`config.mk`:
```
export PLATFORM = sky130hd
export DESIGN_NAME = sram_line_controller
export DESIGN_NICKNAME = d
export VERILOG_FILES = /design/src/rtl/sram_line_controller.sv
export SDC_FILE = /design/constraint.sdc
export NUM_CORES = 1
export LEC_CHECK = 0
export CORE_MARGIN = 4
export CORE_UTILIZATION = 25
export CTS_CLUSTER_SIZE = 14
export DETAILED_ROUTE_END_ITERATION = 8
export PLACE_DENSITY = 0.51
export SLEW_MARGIN = 0
export SYNTH_ARGS = -nofsm -noshare
export SYNTH_HDL_FRONTEND = slang
export SYNTH_SLANG_ARGS = --single-unit
```
`constraint.sdc`:
```
create_clock -name clk -period 3.2 [get_ports clk]
set_clock_uncertainty 0.2 [all_clocks]
set_input_delay 0.8 -clock clk [delete_from_list [all_inputs] [get_ports clk]]
set_output_delay 0.8 -clock clk [all_outputs]
set_load 0.05 [all_outputs]
```
`src/rtl/sram_line_controller.sv`:
```
// Bridges cache line fills (4 halfword reads) and write-through words (2 halfword
// writes) onto a 16-bit asynchronous SRAM with a fixed per-beat access time.
//
// state | meaning
// IDLE  | waiting for a request; rd_req has priority over wr_req
// READ  | four halfword beats filling line_data
// WRITE | two halfword beats, low half first
// DONE  | one cycle; line_valid pulses here after a read, busy released
module sram_line_controller #(
  parameter int ACCESS_CYCLES = 2
) (
  input  logic        clk,
  input  logic        rst,
  input  logic        rd_req,
  input  logic        wr_req,
  input  logic [31:0] address,
  input  logic [31:0] wr_data,
  output logic        busy,
  output logic        line_valid,
  output logic [63:0] line_data,
  output logic [17:0] sram_addr,
  output logic [15:0] sram_dq_out,
  input  logic [15:0] sram_dq_in,
  output logic        sram_dq_oe,
  output logic        sram_we_n
);

  typedef enum logic [1:0] {IDLE, READ, WRITE, DONE} state_t;

  localparam logic [2:0] CYC_LAST = 3'(ACCESS_CYCLES - 1);

  state_t      state, state_nxt;
  logic [2:0]  cyc;
  logic [1:0]  beat;
  logic [16:0] req_addr;
  logic [15:0] wdata_hi;
  logic        beat_end;
  logic        unused_addr;

  assign beat_end    = (cyc == CYC_LAST);
  assign unused_addr = ^{address[31:19], address[1:0]};

  always_ff @(posedge clk) begin
    if (rst) begin
      state       <= IDLE;
      cyc         <= '0;
      beat        <= '0;
      req_addr    <= '0;
      wdata_hi    <= '0;
      line_data   <= '0;
      line_valid  <= 1'b0;
      sram_addr   <= '0;
      sram_dq_out <= '0;
    end else begin
      state      <= state_nxt;
      line_valid <= (state == READ) && beat_end && (beat == 2'd3);
      case (state)
        IDLE: begin
          if (rd_req) begin
            req_addr  <= address[18:2];
            sram_addr <= {address[18:3], 2'b00};
          end else if (wr_req) begin
            req_addr    <= address[18:2];
            wdata_hi    <= wr_data[31:16];
            sram_addr   <= {address[18:2], 1'b0};
            sram_dq_out <= wr_data[15:0];
          end
        end
        READ: begin
          if (beat_end) begin
            line_data[{beat, 4'b0000} +: 16] <= sram_dq_in;
            cyc <= '0;
            if (beat == 2'd3) begin
              beat <= '0;
            end else begin
              beat      <= beat + 2'd1;
              sram_addr <= {req_addr[16:1], beat + 2'd1};
            end
          end else begin
            cyc <= cyc + 3'd1;
          end
        end
        WRITE: begin
          if (beat_end) begin
            cyc <= '0;
            if (beat == 2'd1) begin
              beat <= '0;
            end else begin
              beat        <= 2'd1;
              sram_addr   <= {req_addr, 1'b1};
              sram_dq_out <= wdata_hi;
            end
          end else begin
            cyc <= cyc + 3'd1;
          end
        end
        default: ;
      endcase
    end
  end

  always_comb begin
    state_nxt  = state;
    busy       = 1'b0;
    sram_we_n  = 1'b1;
    sram_dq_oe = 1'b0;
    case (state)
      IDLE: begin
        busy = rd_req | wr_req;
        if (rd_req)      state_nxt = READ;
        else if (wr_req) state_nxt = WRITE;
      end
      READ: begin
        busy = 1'b1;
        if (beat_end && beat == 2'd3) state_nxt = DONE;
      end
      WRITE: begin
        busy       = 1'b1;
        sram_dq_oe = 1'b1;
        // the final cycle of a multi-cycle beat raises we_n to give address/data hold
        sram_we_n  = (ACCESS_CYCLES != 1) && beat_end;
        if (beat_end && beat == 2'd1) state_nxt = DONE;
      end
      DONE:    state_nxt = IDLE;
      default: state_nxt = IDLE;
    endcase
    if (rst) busy = 1'b0;
  end

endmodule

```
# --- Word-level counts from Yosys, hierarchy flattened ---
# Cells that the tools add are included.
op_classes:
  n_addsub: 3
  n_mul: 0
  n_div: 0
  n_lt_le_gt_ge: 0
  eq_ne: 15
  shift: 2
  mux: 30
  n_bitwise: 2
  reduce_logical: 17
op_table:
  columns: ["cell", "count"]
  rows:
  - ["$mux W18", 6]
  - ["$bwmux W64", 1]
  - ["$mux W16", 4]
  - ["$shift A16 B8 Y64 const A", 1]
  - ["$shiftx A16 B8 Y64", 1]
  - ["$pmux W18 S3", 1]
  - ["$mux W17", 2]
  - ["$pmux W16 S2", 1]
  - ["$mux W2", 7]
  - ["$ne A2 B2 Y1 const B", 7]
  - ["$reduce_and A3 Y1", 3]
  - ["$neg A6 Y8", 1]
  - ["$pmux W2 S4", 1]
  - ["$eq A2 B2 Y1 const B", 3]
  - ["$reduce_and A6 Y1", 1]
  - ["$reduce_bool A2 Y1", 3]
  - ["$reduce_and A5 Y1", 1]
  - ["$eq A2 B1 Y1 const B", 2]
  - ["$logic_and A1 B1 Y1", 4]
  - ["$mux W1", 4]
  - ["$pmux W2 S2", 1]
  - ["$reduce_and A2 Y1", 2]
  - ["$add A3 B1 Y3 const B", 1]
  - ["$eq A3 B1 Y1 const B", 1]
  - ["other kinds (10)", 10]
word_totals:
  regBits: 139
  latchBits: 0
  ram_bits: 0
  romBits: 0
  input_bits: 84
  output_inout_bits: 102
  wordCells: 78
  memories: 0

# --- Depth between registers and ports, before layout ---
# Gate-level depths: netlist of the first run.
depth:
  word_depth: 4
  depth_mapped: 9
  depth_no_buf: 6

# --- Worst setup path before layout of the first run ---
# Ideal clock, no wire load.
synth_path:
  path_kind: "register -> output"
  from: "reg state[0]"
  to: "out busy"
  arrival_time_ps: 2588
  setup_slack_ps: -388
  path_stages_with_launch: 7
  n_path_buf: 2
  cell_sequence: "dfxtp_1 inv_1 ha_1 clkbuf_1 clkinv_1 clkbuf_1 a211oi_1"
synth_between:
  elab_chain_cells: 4
  elab_cells_between_ends: 6
synth_rtl:
  columns: ["item", "line_no", "source"]
  rows:
  - ["start, declared", "32", "state_t state, state_nxt;"]
  - ["start signal, assigned", "55", "state <= state_nxt;"]
  - ["$eq A2 B1 Y1 / $eq A2 B2 Y1 (equally long branches)", "107", "case (state)"]
  - ["$reduce_or A2 Y1 (no source line)", null, null]
  - ["$pmux W1 S2 (*)", "107", null]
  - ["$mux W1 (*)", "127", "if (rst) busy = 1'b0;"]
  - ["end, declared", "18", "output logic busy,"]
# Every way passes the cells marked *; elsewhere a longest branch is shown, timed or not.

# --- Worst setup path in the final report of the first run ---
layout_path:
  from: "in wr_req"
  to: "out busy"
layout_between:
  elab_chain_cells: 3
layout_rtl:
  columns: ["item", "line_no", "source"]
  rows:
  - ["start, declared", "15", "input logic wr_req,"]
  - ["$or A1 B1 Y1", "109", "busy = rd_req | wr_req;"]
  - ["$pmux W1 S2", "107", null]
  - ["$mux W1", "127", null]
# Every way passes these cells.

==> results of run 1 <==
[worst min-delay path, stage by stage (launching register included)]
cell and delay (ns):
dfxtp_1 0.31, nand2_1 0.05, a21oi_1 0.05
[registers in the layout (all words and copies together), names as in the netlist]
register	count
cyc	3
state	2
sram_dq_out	16
req_addr	17
beat	2
line_data	64
wdata_hi	16
sram_addr	18
line_valid	1
[power by group]
group / total (W) / internal [W] / leakage, nW / switching [W]
Clock: 0.00200 / 0.00123 / 0.290 / 0.000768
Sequential: 0.00216 / 0.00201 / 1.13 / 0.000151
Combinational: 0.00265 / 0.000920 / 1.40 / 0.00173
[cells by family (layout without fill, tap and decap cells)]
family	after synthesis	after routing	synth area share [%]
AO/OA/AOI/OAI	151	151	17.7
XOR/XNOR	2	2	0.319
adder cells (fa/ha/maj)	11	11	2.51
buffers and inverters	60	229	4.85
flip-flops	139	139	50.6
multiplexers	16	16	2.91
AND/OR/NAND/NOR	252	252	21.1
[layer usage]
metal | part of all wire, % | routed length (um)
met2 | 46 | 7950
met1 | 46 | 8010
met4 | 1.4 | 241
met5 | 0 | 0
met3 | 7.0 | 1210
[worst paths after layout]
kind,startpoint,end,cells past startpoint
max,wr_req,busy,4
min,line_data[35],line_data[35],2
max reg2reg,beat[1],sram_addr[7],7
min reg2reg,line_data[35],line_data[35],2
[area by class of cell]
class / count / share of cell area, %
sequential: 139 / 34.5
multi-input combinational: 432 / 30.4
timing repair buffer: 191 / 23.1
clock buffer: 23 / 6.05
tap: 275 / 4.27
clock inverter: 9 / 1.38
inverter: 6 / 0.279
[per-stage QoR]
stage | std cells | instance area [um2] | hold slack (ns)
final | 1075 | 8070 | 0.250
after CTS | 1075 | 8070 | 0.252
after global placement | 1043 | 7470 | 0.238
after detailed placement | 1043 | 7470 | 0.243
after floorplan | 631 | 5500 | 0.236
after global routing | 1075 | 8070 | 0.266
[cell usage in the layout, fill, tap and decap left out, drive strengths merged, types with 3 or more instances in the layout]
cell type / n
buf: 25
a21oi: 85
a221oi: 16
mux2i: 16
nor2: 39
nor3: 17
clkinv: 5
clkdlybuf4s50: 166
a211oi: 19
inv: 6
dfxtp: 139
ha: 11
clkbuf: 23
nand4: 32
nand3: 17
o21ai: 3
nand2: 126
a22o: 17
nor3b: 4
==> results.yml, run 1 <==
clock_network:
  clk-insertion-delay-late_ns: 0.42
  numCtsBuffers: 17
  cts.sinks: 139
  cts_setup_buffers: 0
  cts_buffer_depth: 2
  cts_root_buffer: "clkbuf_16"
  cts_hold_buf: 0
  path_clk_slew_ns: 0.06
  cts_resized: 0
  cts_tree: "built"
  htreeDepth: 4
logic_synthesis:
  synth_nets: 726
  ys_types: 48
  async_flop_share_pct: 0
  seq_area_frac_synth_pct: 50.6
  yosysTopAreaCellShare_pct: 50.6
  synth_common_cells: "139 x dfxtp_1, 126 x nand2_1, 85 x a21oi_1, 39 x nor2_1, 36 x clkbuf_1"
  ys.flop_type: "dfxtp_1"
  yosysTopAreaCell: "dfxtp_1"
  yosys_warnings: 0
  yosysMostFrequentCell: "dfxtp_1"
  yosys-top-cells-area: "dfxtp_1 51%, nand2_1 8.6%, a21oi_1 7.7%, nand4_1 3.6%, mux2i_1 2.9%"
  ys_ff_latch: 139
  synth-edff-count: 0
  synth_area_mm2: 0.00549
  synth.avg_cell_area_um2: 8.71
  synth_cells: 631
worst_setup_path:
  start_kind: "input pin"
  critical_path.cell_chain: "clkdlybuf4s50_1 -> o21ai_1 -> a211oi_2 -> buf_4"
  cp_top_family: "buffers and inverters"
  arrival_ns: 1.96
  crit_fanout: 5
  cpPeakStageDelay_ns: 0.54
  r2r_setup_slack_ns: 0.41
  required_ns: 2.20
  cpMaxStageDelayCell: "clkdlybuf4s50_1"
  path_buf_inv: 2
  endpoint_kind: "output port"
  crit_type: "in2out"
route:
  via_per_inst: 4.70
  antenna_left: 0
  route.vias.total: 5054
  drt_wl_total_mm: 17.4
  drc: 0
  drt_iter0_drc: 199
  wl_per_cell_um: 16.2
  drt_pass1_iterations: 4
global_routing:
  busiest_layer: "met2"
  grt_pass1_vias: 4870
  grt_max_degree: 44
  grt_overflow: 0
  use_met2_pct: 21.7
  grtUsageMet1_pct: 18.9
  antenna_found_initial: 0
  met3_usage_pct: 4.23
  grt_use_total_pct: 14.1
  grt_pass1_wl_mm: 27.5
placement:
  port_buffers: 170
  pre_cts_ws_ns: 0.0698
  place_hpwl_mm: 11.9
  gp_congestion: 0.762
timing:
  finalSetupViolCount: 0
  rsz0062_at_grt: "no"
  hold_viol: 0
  fin_crit_ns: 2.96
  tns_ns: 0
  drv_slew: 0
  slew_headroom_pct: 28.9
  finalCritPeriodShare_pct: 92.4
  layout_setup_ws_ns: 0.242
  worstMarginPinSlew_ns: 1.07
  max_clock_freq_mhz: 338
floorplanning:
  core_area_mm2: 0.0213
  die_h_um: 156
  std_cell_rows: 53
  design.die.area_mm2: 0.0244
  top_level_ports: 186
  chipWidth_um: 156
  start_util_pct: 25.8
layout:
  area_delta_synth_final_pct: 46.8
  nets: 882
  fin_util_pct: 37.9
  n_fill_cell: 2158
  drive_above_1_share_pct: 7.88
  multi_input_area_mm2: 0.00245
  antenna_cells: 0
  register_area_mm2: 0.00278
run_status:
  status: "finished clean"
power_and_ir_drop:
  ir_worst_vdd_mv: 0.550
  power_w: 0.00681
  leakage_nw: 2.82
  power.density_mw_per_mm2: 845
min_path:
  hold_path_class: "reg2reg"
job:
  maxCapViolCount: 0
No activity file was read; power rests on OpenSTA's default activity.
==> run 2: changes to the inputs <==
--- a/config.mk
+++ b/config.mk
@@ -9,6 +9,7 @@
 export CORE_UTILIZATION = 25
 export CTS_CLUSTER_SIZE = 14
 export DETAILED_ROUTE_END_ITERATION = 8
+export GPL_ROUTABILITY_DRIVEN = 0
 export PLACE_DENSITY = 0.51
 export SLEW_MARGIN = 0
 export SYNTH_ARGS = -nofsm -noshare
==> results of run 2 <==
No change in the layout: final DEF, timing and power equal those of run 1.
==> variant, RTL diff (settings of run 1) <==
Remove the register `line_valid`: a continuous assignment takes its place, so the output `line_valid` follows one clock earlier. Comments in the files are not updated.
--- a/src/rtl/sram_line_controller.sv
+++ b/src/rtl/sram_line_controller.sv
@@ -50,3 +50,2 @@
       line_data   <= '0;
-      line_valid  <= 1'b0;
       sram_addr   <= '0;
@@ -55,3 +54,2 @@
       state      <= state_nxt;
-      line_valid <= (state == READ) && beat_end && (beat == 2'd3);
       case (state)
@@ -101,2 +99,4 @@
 
+  assign line_valid = (state == READ) && beat_end && (beat == 2'd3);
+
   always_comb begin
Behaviour: not the same (Yosys sat finds a counterexample within 10 cycles, from zero or initial values and one cycle with rst high).
==> variant against run 1 <==
Cell area is 2.1% higher; routed wire length grew 2.4%; die area up 2.4%; sequential cell count is 1 lower; setup slack got worse by 28 ps; non-clock buffer count is 3 higher; synthesized cell count grew 5.1%; first-iteration DRC count grew 26%; power is 0.86% higher; synthesized area increased by 2.6%; count of clock-buffer cells in the layout down 6.
==> variant: results (changes against run 1) <==
status: "complete, no violations"
critical_path.startpoint: "state[0]"
pre_cts_ws_ps: 236  # +166 ps
via_per_inst: 4.75  # +1.0%
synth_nets: 758  # +4.4%
worst_r2r_path_depth: 5  # -2
first_pass_iters: 6  # +2
synthXorXnorAreaFrac: 0.00311  # -0.0000793
cp_max_fo: 9  # +4
final_cells: 1111  # +3.3%
peakVddDrop_mv: 0.445  # -19%
synthAdderAreaFrac: 0.0244  # -0.000623
reg2reg_to: "line_data[34]"
ys_seq_area_frac: 0.490  # -0.0162
grt_max_degree: 61  # +39%
synth-compound-area-share: 0.162  # -0.0146
setup_slack_ps: 214  # -28.4 ps
synthCells: 663  # +5.1%
min_to: "line_data[59]"
place_area_um2: 7620  # +2.1%
power_uw: 6870  # +0.86%
hpwl_um: 12400  # +3.8%
clk-power_uw: 2040  # +2%
timing.rr.start: "beat[0]"
crit_arrival_ps: 1990  # +30 ps
drt_wl_total_um: 17800  # +2.4%
fin_nets: 913  # +3.5%
synth_area_leaders: "dfxtp_1, nand2_1, a21oi_1"
yosysUniqueCellTypes: 51  # +6.3%
place_inst: 1079  # +3.5%
hold_ws_ps: 250  # +0.658 ps
grt_pass1_wl_um: 27400  # -0.32%
p_leak_uw: 0.00283  # +0.19%
min-delay-start: "line_data[59]"
synthMuxAreaShare: 0.0284  # -0.000725
grt_use_total: 0.140  # -0.00146
slew_headroom: 0.504  # +0.216
drtIter0Drc: 250  # +26%
grt_pass1_vias: 4898  # +0.57%
routabilityCongestion: 0.765  # +0.42%
drive_gt1_frac: 0.0890  # +0.0103
-- variant: metal layers --
layer / global-route usage / wire length, um
met1: 0.185 / 8030
met4: 0.0443 / 223
met5: 0 / 0
met3: 0.0539 / 1480
met2: 0.210 / 8090
-- variant: area by class of cell --
cell class | count | area [um^2]
clock buffers | 17 | 425
clock inverters | 15 | 188
fillers | 2266 | 13800
inverters | 7 | 26.3
multi-input cells | 460 | 2590
flip-flops and latches | 138 | 2760
well taps | 280 | 350
repair buffers | 194 | 1890
-- variant: logic make-up after synthesis --
family,count (synthesis)
AND/OR/NAND/NOR,281
AO/OA/AOI/OAI,150
flip-flops,138
buffers and inverters,65
multiplexers,16
adder cells (fa/ha/maj),11
XOR/XNOR,2
-- variant: critical path, cell delays in order, from the launching register on --
cell and delay, ps:
dfxtp_1 360, inv_1 110, ha_1 480, clkinv_1 160, a211oi_2 220, buf_4 240
